==> src/rtl/control_unit.sv <==
// ---------------------------------------------------------------------------
// control_unit
//
// Purpose: hardwired control unit for a small accumulator machine. A 3-bit
// sequence counter (SC) steps each instruction through timing states T0..T6.
// Register and memory strobes are decoded combinationally from SC, the
// opcode decode, the latched indirect bit and the datapath status flags.
//
// Ports:
//   CLK        in   1  system clock, rising edge
//   RST        in   1  asynchronous active-high reset
//   IR         in   8  instruction: I=IR[7], opcode=IR[6:4], field=IR[3:0]
//   AC_ZERO    in   1  accumulator is zero
//   AC_SIGN    in   1  accumulator sign bit
//   DR_ZERO    in   1  data register is zero
//   START      in   1  restart request, honoured only while halted
//   T          out  8  one-hot timing step T0..T7
//   D          out  8  one-hot opcode decode of IR[6:4]
//   AR_LD .. MEM_WR  out 1 each  register / memory strobes
//   ALU_OP     out  2  00 AND, 01 ADD, 10 pass DR
//   BUS_SEL    out  3  0 none, 1 AR, 2 PC, 3 DR, 4 AC, 5 IR, 7 memory
//   HALT       out  1  registered halt flag
// ---------------------------------------------------------------------------
module control_unit (
  input  logic       CLK,
  input  logic       RST,
  input  logic [7:0] IR,
  input  logic       AC_ZERO,
  input  logic       AC_SIGN,
  input  logic       DR_ZERO,
  input  logic       START,
  output logic [7:0] T,
  output logic [7:0] D,
  output logic       AR_LD,
  output logic       PC_LD,
  output logic       PC_INC,
  output logic       IR_LD,
  output logic       DR_LD,
  output logic       DR_INC,
  output logic       AC_LD,
  output logic       AC_CLR,
  output logic       MEM_RD,
  output logic       MEM_WR,
  output logic [1:0] ALU_OP,
  output logic [2:0] BUS_SEL,
  output logic       HALT
);

  typedef enum logic [2:0] {
    BUS_NONE = 3'd0,
    BUS_AR   = 3'd1,
    BUS_PC   = 3'd2,
    BUS_DR   = 3'd3,
    BUS_AC   = 3'd4,
    BUS_IR   = 3'd5,
    BUS_MEM  = 3'd7
  } bus_src_e;

  typedef enum logic [1:0] {
    ALU_AND  = 2'd0,
    ALU_ADD  = 2'd1,
    ALU_PASS = 2'd2
  } alu_op_e;

  logic [2:0] sc;
  logic [2:0] sc_next;
  logic       i_r;
  logic       i_r_next;
  logic       halt_q;
  logic       halt_next;
  logic       sc_clr;
  logic       set_halt;
  bus_src_e   bus_src;
  alu_op_e    alu_sel;

  // Decodes are pure functions of the current counter and instruction, so
  // they stay valid even while halted or in reset.
  assign T       = 8'd1 << sc;
  assign D       = 8'd1 << IR[6:4];
  assign HALT    = halt_q;
  assign BUS_SEL = bus_src;
  assign ALU_OP  = alu_sel;

  // State register: sequence counter, latched indirect bit and halt flag.
  // Reset aborts any instruction in flight and leaves the unit at T0.
  always_ff @(posedge CLK or posedge RST) begin
    if (RST) begin
      sc     <= 3'd0;
      i_r    <= 1'b0;
      halt_q <= 1'b0;
    end else begin
      sc     <= sc_next;
      i_r    <= i_r_next;
      halt_q <= halt_next;
    end
  end

  // Next-state logic. While halted the counter is pinned at T0 and only
  // START can release the unit; once running, START has no effect.
  always_comb begin
    sc_next   = sc;
    i_r_next  = i_r;
    halt_next = halt_q;
    if (halt_q) begin
      sc_next = 3'd0;
      if (START) begin
        halt_next = 1'b0;
      end
    end else begin
      sc_next = sc_clr ? 3'd0 : sc + 3'd1;
      if (sc == 3'd2) begin
        i_r_next = IR[7];
      end
      if (set_halt) begin
        halt_next = 1'b1;
      end
    end
  end

  // Output decode. Every timing step drives at most one bus source and at
  // most one memory strobe. Step/opcode combinations that no instruction
  // defines simply end the instruction, so a corrupted IR or counter can
  // never wedge the sequencer.
  always_comb begin
    AR_LD    = 1'b0;
    PC_LD    = 1'b0;
    PC_INC   = 1'b0;
    IR_LD    = 1'b0;
    DR_LD    = 1'b0;
    DR_INC   = 1'b0;
    AC_LD    = 1'b0;
    AC_CLR   = 1'b0;
    MEM_RD   = 1'b0;
    MEM_WR   = 1'b0;
    alu_sel  = ALU_AND;
    bus_src  = BUS_NONE;
    sc_clr   = 1'b0;
    set_halt = 1'b0;
    if (!halt_q) begin
      case (sc)
        3'd0: begin
          AR_LD   = 1'b1;
          bus_src = BUS_PC;
        end
        3'd1: begin
          MEM_RD  = 1'b1;
          IR_LD   = 1'b1;
          PC_INC  = 1'b1;
          bus_src = BUS_MEM;
        end
        3'd2: begin
          AR_LD   = 1'b1;
          bus_src = BUS_IR;
        end
        3'd3: begin
          if (D[7]) begin
            sc_clr = 1'b1;
            // Register reference: all selected micro-ops fire together and
            // several true skip conditions still collapse to one PC bump.
            if (!i_r) begin
              AC_CLR   = IR[3];
              PC_INC   = (IR[2] & AC_ZERO) | (IR[1] & ~AC_SIGN);
              set_halt = IR[0];
            end
          end else if (i_r) begin
            MEM_RD  = 1'b1;
            AR_LD   = 1'b1;
            bus_src = BUS_MEM;
          end
        end
        3'd4: begin
          if (D[0] | D[1] | D[2] | D[6]) begin
            MEM_RD  = 1'b1;
            DR_LD   = 1'b1;
            bus_src = BUS_MEM;
          end else if (D[3]) begin
            MEM_WR  = 1'b1;
            bus_src = BUS_AC;
            sc_clr  = 1'b1;
          end else if (D[4]) begin
            PC_LD   = 1'b1;
            bus_src = BUS_AR;
            sc_clr  = 1'b1;
          end else begin
            sc_clr  = 1'b1;
          end
        end
        3'd5: begin
          if (D[0] | D[1] | D[2]) begin
            AC_LD  = 1'b1;
            sc_clr = 1'b1;
            if (D[1]) begin
              alu_sel = ALU_ADD;
            end else if (D[2]) begin
              alu_sel = ALU_PASS;
            end else begin
              alu_sel = ALU_AND;
            end
          end else if (D[6]) begin
            DR_INC = 1'b1;
          end else begin
            sc_clr = 1'b1;
          end
        end
        3'd6: begin
          sc_clr = 1'b1;
          if (D[6]) begin
            MEM_WR  = 1'b1;
            PC_INC  = DR_ZERO;
            bus_src = BUS_DR;
          end
        end
        default: begin
          sc_clr = 1'b1;
        end
      endcase
    end
  end

endmodule

==> config.mk <==
export PLATFORM = sky130hd
export DESIGN_NAME = control_unit
export DESIGN_NICKNAME = d
export VERILOG_FILES = /design/src/rtl/control_unit.sv
export SDC_FILE = /design/constraint.sdc
export NUM_CORES = 1
export LEC_CHECK = 0
export ABC_CLOCK_PERIOD_IN_PS = 1800
export CAP_MARGIN = 5
export CORE_MARGIN = 10
export CORE_UTILIZATION = 33
export CTS_BUF_LIST = sky130_fd_sc_hd__clkbuf_8
export CTS_CLUSTER_SIZE = 10
export DETAILED_ROUTE_END_ITERATION = 8
export PLACE_DENSITY = 0.87
export SYNTH_ARGS = -nofsm -noshare
export SYNTH_HDL_FRONTEND = slang
export SYNTH_SLANG_ARGS = --single-unit
==> constraint.sdc <==
create_clock -name CLK -period 1.8 [get_ports CLK]
set_input_delay 0.36 -clock CLK [delete_from_list [all_inputs] [get_ports CLK]]
set_output_delay 0.36 -clock CLK [all_outputs]
set_load 0.03 [all_outputs]
==> flow_summary.ini, run 1 <==
[logic_synthesis]
syn_avg_cell_area_um2 = 7.21
ys_warn_count = 0
yosysTopAreaCell = dfrtp_1
ys_ff_latch = 5
synth.cell_area_um2 = 707
yosys.cell_types.count = 37
syn-num-nets = 118
synth_edf_count = 0
netlist_instances = 98
synthFlopType = dfrtp_1
synth_area_leaders = dfrtp_1 18%, ha_1 11%, inv_1 5.8%
yosysSeqAreaShare_pct = 17.7
async_flop_share_pct = 100
synth_top_area_share_pct = 17.7

[die]
rows = 16
die_w_um = 66.3
die_h_um = 66.3
initial_core_util_pct = 35.3
io_pins = 46

[cts]
clock_path_buffers = 2
htree_levels = 1
clock-sinks = 5
cts_buffers = 3
root_buffer = clkbuf_8
hold_buffers = 0

[placement]
gp_congestion = 0.844
portBuffers = 45
hpwl_um = 2840
pre_cts_ws_ns = -0.553

[sta]
grt-worst-endpoint = PC_INC
worstEndpointType = primary output

[status]
haltStage = 5_1_grt
status = did not finish
error = [ERROR DPL-0038] Utilization greater than 100%, impossible to legalize

[global_routing]
grt_max_degree = 8
[what timing repair did]
item	4_1_cts
gates resized for setup	70
buffers inserted	7
setup endpoints to repair	28
pin swaps	8
[synthesized netlist by cell type, types with 2 or more instances]
cell type and instances:
a211oi_1 2, a311oi_1 2, a31oi_1 3, buf_2 6
dfrtp_1 5, ha_1 6, inv_1 11, nand2_1 11
nand2b_1 5, nor2_1 10, nor2b_1 2, nor3_1 4
nor3b_1 2, nor4_1 3, o21ai_0 3, o22ai_1 2
[cells by family after synthesis]
family,after synthesis,share of synthesized area (%)
flip-flops,5,17.7
AND/OR/NAND/NOR,46,35.0
buffers and inverters,18,11.7
multiplexers,2,3.01
AO/OA/AOI/OAI,21,21.9
adder cells (fa/ha/maj),6,10.6
[through the flow]
step | instance area (µm²) | hold slack (ns) | instances
2_1_floorplan | 895 | 0.139 | 98
3_3_place_gp | 1550 | 0.534 | 203
3_5_place_dp | 1550 | 0.549 | 203
4_1_cts | 1900 | 0.324 | 214
==> run 2: changes to the inputs <==
==> config.mk (replaced) <==
export PLATFORM = sky130hd
export DESIGN_NAME = control_unit
export DESIGN_NICKNAME = d
export VERILOG_FILES = /design/src/rtl/control_unit.sv
export SDC_FILE = /design/constraint.sdc
export NUM_CORES = 1
export LEC_CHECK = 0
export ABC_CLOCK_PERIOD_IN_PS = 2300
export CAP_MARGIN = 5
export CORE_AREA = 10 10 71 73
export DETAILED_ROUTE_END_ITERATION = 8
export DIE_AREA = 0 0 81 83
export PLACE_DENSITY_LB_ADDON = 0.15
export SYNTH_ARGS = -nofsm -noshare
export SYNTH_HDL_FRONTEND = slang
export SYNTH_SLANG_ARGS = --single-unit
==> constraint.sdc (replaced) <==
create_clock -name CLK -period 2.3 [get_ports CLK]
set_input_delay 0.46 -clock CLK [delete_from_list [all_inputs] [get_ports CLK]]
set_output_delay 0.46 -clock CLK [all_outputs]
set_load 0.03 [all_outputs]
==> flow_summary.ini, run 2 <==
[sta]
tightest_slew_ns = 0.514
hold_violations = 0
drv_slew = 0
rsz0062_at_grt = true
fin_ws_ns = 0.0648
finalClockSkew_ns = 0.00107
fmax_mhz = 447
setup_viol = 0
period_needed_ns = 2.24
fin_crit_sh_pct = 97.2
max_slew_margin_pct = 65.4

[cells_and_area]
final_cells = 215
final_common_cell = buf_4
layout_common_cells = 44 x buf_4, 12 x clkdlybuf4s50_1, 10 x nor2_1, 10 x nand2_1, 9 x inv_1
regMostFlops = sc
layout-drive-gt1-share_pct = 46.7
finish.utilization_pct = 42.8
fin_nets = 188
area_growth_pct = 120
n_antenna_cell = 0
regArea_um2 = 125
largest_reg_flops = 3
multi_input_area_um2 = 663
fill_cells = 396

[pwr]
internal-power_uw = 951
power_density_nw_per_um2 = 1190
switchingPower_uw = 905
ir_drop_mv = 0.461
pwr-share-comb_pct = 83.5
swShare_pct = 48.8
p_clk_share_pct = 8.5
p_leak_uw = 0.000735
p_seq_share_pct = 8.0

[global_routing]
grt_pass1_wl_um = 5020
antenna_found_initial = 0
grt_usage_pct = 9.03
grt_max_degree = 13
grt_pass1_vias = 1007
gr-total-overflow = 0

[cts]
clock-sinks = 5
htree_levels = 1
hold_buffers = 0
cts_tree = built
cts.clk_slew.worst_paths_ns = 0.03
clock_path_buffers = 2
clock_latency_ns = 0.22
cts_buffers = 3
root_buffer = clkbuf_8

[die]
core_area_um2 = 3630
io_pins = 46
rows = 22
die_h_um = 83
die-area_um2 = 6720
die_w_um = 81
initial_core_util_pct = 19.5

[placement]
placedCellCount = 210
pre_cts_ws_ns = -0.232
hpwl_um = 2610
gp_congestion = 0.799
portBuffers = 45

[logic_synthesis]
synth_edf_count = 0
ys_ff_latch = 5
ys_warn_count = 0
syn-num-nets = 118
synthFlopType = dfrtp_1
yosysTopAreaCell = dfrtp_1
async_flop_share_pct = 100
syn_avg_cell_area_um2 = 7.21
yosys.cell_types.count = 37
synth.cell_area_um2 = 707
yosysSeqAreaShare_pct = 17.7
synth_top_area_share_pct = 17.7
ys_top_cells_by_count = 11 x inv_1, 11 x nand2_1, 10 x nor2_1
netlist_instances = 98
synth_area_leaders = dfrtp_1 18%, ha_1 11%, inv_1 5.8%

[setup_path]
end_kind = output port
crit_buf_inv = 2
crit_chain = clkdlybuf4s50_1 -> nand2_1 -> a2111o_1 -> a211oi_4 -> buf_6
crit_path_top_delay_cell = clkdlybuf4s50_1
critical_path_class = primary input to output port
critPathMaxFanout = 1
cp_top_family = compound AO/OA/AOI/OAI gates
cpPeakStageDelay_ns = 0.45
critical_path_required_ns = 1.84
crit_arrival_ns = 1.78
cp-start-kind = primary input

[detailed_routing]
drt-pass1-iter-count = 4
vias = 947
vias_per_cell = 4.40
postRouteAntennaNets = 0
wl_per_cell_um = 14.2
dr.first_iter.drc_count = 59
finalWirelength_um = 3060
drc_errors = 0

[job]
max_cap_violations = 0

[status]
status = complete, no violations

[hold_path]
hp-class = primary input to async pin
## run 2: final cells by class
class	count	area share (%)
flip-flops and latches	5	8.04
inverters	11	2.81
repair buffers	72	39.8
multi-input cells	75	42.6
clock buffers	4	2.89
well taps	48	3.86
## run 2: through the flow
stage          hold slack [ns]  power [µW]  TNS, ns  area, µm²
2_1_floorplan            0.239         946  -0.0195        763
5_1_grt                  0.475        2000  -0.0237       1560
3_5_place_dp             0.548        1560    -1.02       1380
3_3_place_gp             0.539        1550   -0.946       1380
6_report                 0.452        1860        0       1560
4_1_cts                  0.458        1710   -0.252       1440
## run 2: kinds of logic after synthesis
kind of cell             Yosys count  synth area share (%)
AND/OR/NAND/NOR                   46                  35.0
adder cells (fa/ha/maj)            6                  10.6
buffers and inverters             18                  11.7
flip-flops                         5                  17.7
AO/OA/AOI/OAI                     21                  21.9
multiplexers                       2                  3.01
## run 2: per-layer routing
metal,vias up,GRT usage (%),share of wire [%]
li1,487,-,-
met1,435,10.7,41
met2,25,15.7,51
met3,0,2.59,8.2
met4,0,1.41,0
met5,-,0,0
## run 2: path summary, 6_finish.rpt
path / startpoint / to / slack, ns / cells past startpoint
setup / recovery: IR[2] / PC_INC / 0.06 / 5
hold / removal: RST / sc[2] / 0.45 / 2
setup reg to reg: sc[0] / i_r / 0.74 / 7
hold reg to reg: i_r / i_r / 0.58 / 1
max in group asynchronous: RST / sc[1] / 1.68 / 2
min in group CLK: i_r / i_r / 0.58 / 1
## run 2: repair_timing
action	in CTS	in global routing
resized for setup	15	24
endpoints found under the setup margin	13	11
setup buffers	0	1
pin swaps	2	2
## run 2: worst register-to-register path: cells and delay by family, from the launching register on
kind | cells | cell delay (ns)
adder cells (fa/ha/maj) | 1 | 0.18
AND/OR/NAND/NOR | 2 | 0.17
buffers and inverters | 3 | 0.40
multiplexers | 1 | 0.33
flip-flops | 1 | 0.37
## run 2: power groups by stage
stage,clock [µW],sequential (µW),combinational (µW)
2_1_floorplan,0,155,790
3_3_place_gp,0,148,1410
3_5_place_dp,0,151,1410
4_1_cts,160,150,1400
5_1_grt,163,158,1680
6_report,157,149,1550
No activity file was read; power rests on OpenSTA's default activity.
==> run 3: changes to the inputs <==
--- a/config.mk
+++ b/config.mk
@@ -11,6 +11,7 @@
 export DETAILED_ROUTE_END_ITERATION = 8
 export DIE_AREA = 0 0 81 83
 export PLACE_DENSITY_LB_ADDON = 0.15
+export REMOVE_ABC_BUFFERS = 1
 export SYNTH_ARGS = -nofsm -noshare
 export SYNTH_HDL_FRONTEND = slang
 export SYNTH_SLANG_ARGS = --single-unit
==> flow_summary.ini, run 3 (synthesized netlist as in run 2, its figures left out) <==
[sta]
setup_viol = 0
fin_ws_ns = 0.0268
finalClockSkew_ns = 0.00329
drv_slew = 0
fin_crit_sh_pct = 98.8
tightest_slew_ns = 0.699
period_needed_ns = 2.27
worst_hold_slack_ns = 0.439
rsz0062_at_grt = true
max_slew_margin_pct = 52.9
fin_setup_tns_ns = 0
hold_violations = 0
fmax_mhz = 440

[pwr]
ir_drop_mv = 0.502
power_density_nw_per_um2 = 1190
p_leak_uw = 0.000741

[cells_and_area]
area_growth_pct = 112
fin_nets = 189
layout_common_cells = 47 x buf_4, 13 x clkdlybuf4s50_1, 11 x inv_1, 10 x nor2_1, 9 x nand2_1
final_cells = 216
regMostFlops = sc
final_common_cell = buf_4
n_antenna_cell = 0
largest_reg_flops = 3
layout-drive-gt1-share_pct = 44.0

[setup_path]
critical_path_class = flip-flop to output port
crit_chain = ha_2 -> ha_4 -> and2_4 -> a2111oi_4 -> a311oi_2 -> buf_12
crit_path_top_delay_cell = dfrtp_1
crit_arrival_ns = 1.81
critPathMaxFanout = 4
critical_path_required_ns = 1.84
cpPeakStageDelay_ns = 0.40
cp-start-kind = flip-flop
end_kind = output port

[cts]
root_buffer = clkbuf_8
clock_path_buffers = 2
clock_latency_ns = 0.22
cts_buffers = 3
hold_buffers = 0
cts.clk_slew.worst_paths_ns = 0.04
clock-sinks = 5
cts_tree = built
htree_levels = 1

[detailed_routing]
vias_per_cell = 4.55
finalWirelength_um = 3260
drc_errors = 0
dr.first_iter.drc_count = 53
wl_per_cell_um = 15.1
postRouteAntennaNets = 0
vias = 982
drt-pass1-iter-count = 4

[job]
max_cap_violations = 0

[placement]
pre_cts_ws_ns = -0.204
gp_congestion = 0.821
placedCellCount = 209
hpwl_um = 2660
portBuffers = 45

[die]
io_pins = 46
core_area_um2 = 3630
die_h_um = 83
die_w_um = 81
die-area_um2 = 6720
rows = 22
initial_core_util_pct = 19.5

[global_routing]
grt_pass1_vias = 1027
grt_max_degree = 13
grt_pass1_wl_um = 5150
gr-total-overflow = 0
antenna_found_initial = 0
grt_usage_pct = 9.06

[hold_path]
hp-class = primary input to async pin

[status]
status = complete, no violations
## run 3: cell count changes in the layout (fill, tap and decap cells not counted), sizes merged
cell	before	now
dlygate4sd2	8	6
buf	50	52
clkdlybuf4s50	12	13
dlymetal6s2s	1	2
clkdlybuf4s15	1	0
## run 3: area by class of cell
type	count	area, µm²
Clock buffer	4	45.0
Fill cell	376	2130
Inverter	11	41.3
Multi-Input combinational cell	75	603
Sequential cell	5	125
Tap cell	48	60.1
Timing Repair Buffer	73	626
## run 3: path summary, 6_finish.rpt
check | start | end | slack, ns | cells after the start
worst min-delay path | RST | HALT | 0.44 | 2
worst max register to register | sc[0] | sc[1] | 0.68 | 7
worst max-delay path | sc[0] | BUS_SEL[0] | 0.03 | 6
min in group CLK | sc[0] | sc[0] | 0.51 | 1
worst min register to register | sc[0] | sc[0] | 0.51 | 1
max in group asynchronous | RST | sc[1] | 1.69 | 2
## run 3: layer usage
metal / vias to the layer above / track usage [%] / wire, µm
met4: 0 / 2.19 / 40
met3: 4 / 1.94 / 238
met1: 459 / 10.6 / 1350
met5: - / 0 / 0
li1: 484 / - / -
met2: 35 / 16.0 / 1640
## run 3: through the flow
| step | utilization, % | power [µW] | cell area (µm²) |
|---|---|---|---|
| CTS | 38.2 | 1640 | 1390 |
| global route | 41.3 | 1900 | 1500 |
| floorplan | - | 857 | 666 |
| detailed placement | 36.2 | 1430 | 1320 |
| finish | 41.3 | 1780 | 1500 |
| global placement | 36.2 | 1430 | 1320 |
## run 3: what timing repair did
action,CTS,global route
endpoints found under the setup margin,9,10
pin swaps,2,5
resized for setup,12,19
setup buffers,2,1
## run 3: where the power goes
part / internal, µW / switching (µW)
clock network: 119 / 39.7
registers: 126 / 30.6
logic: 656 / 809
## run 3: critical path: cells and delay by family, from the launching register on
family | cells | cell delay [ns]
and+or+nand+nor | 1 | 0.17
adders and majority gates | 2 | 0.38
DFF | 1 | 0.40
AOI/OAI and AO/OA | 2 | 0.46
buffers and inverters | 1 | 0.18
==> run 4: changes to the inputs <==
--- a/config.mk
+++ b/config.mk
@@ -8,6 +8,7 @@
 export ABC_CLOCK_PERIOD_IN_PS = 2300
 export CAP_MARGIN = 5
 export CORE_AREA = 10 10 71 73
+export CTS_CLUSTER_SIZE = 12
 export DETAILED_ROUTE_END_ITERATION = 8
 export DIE_AREA = 0 0 81 83
 export PLACE_DENSITY_LB_ADDON = 0.15
==> results of run 4 <==
No change in the layout: final DEF, timing and power equal those of run 3.
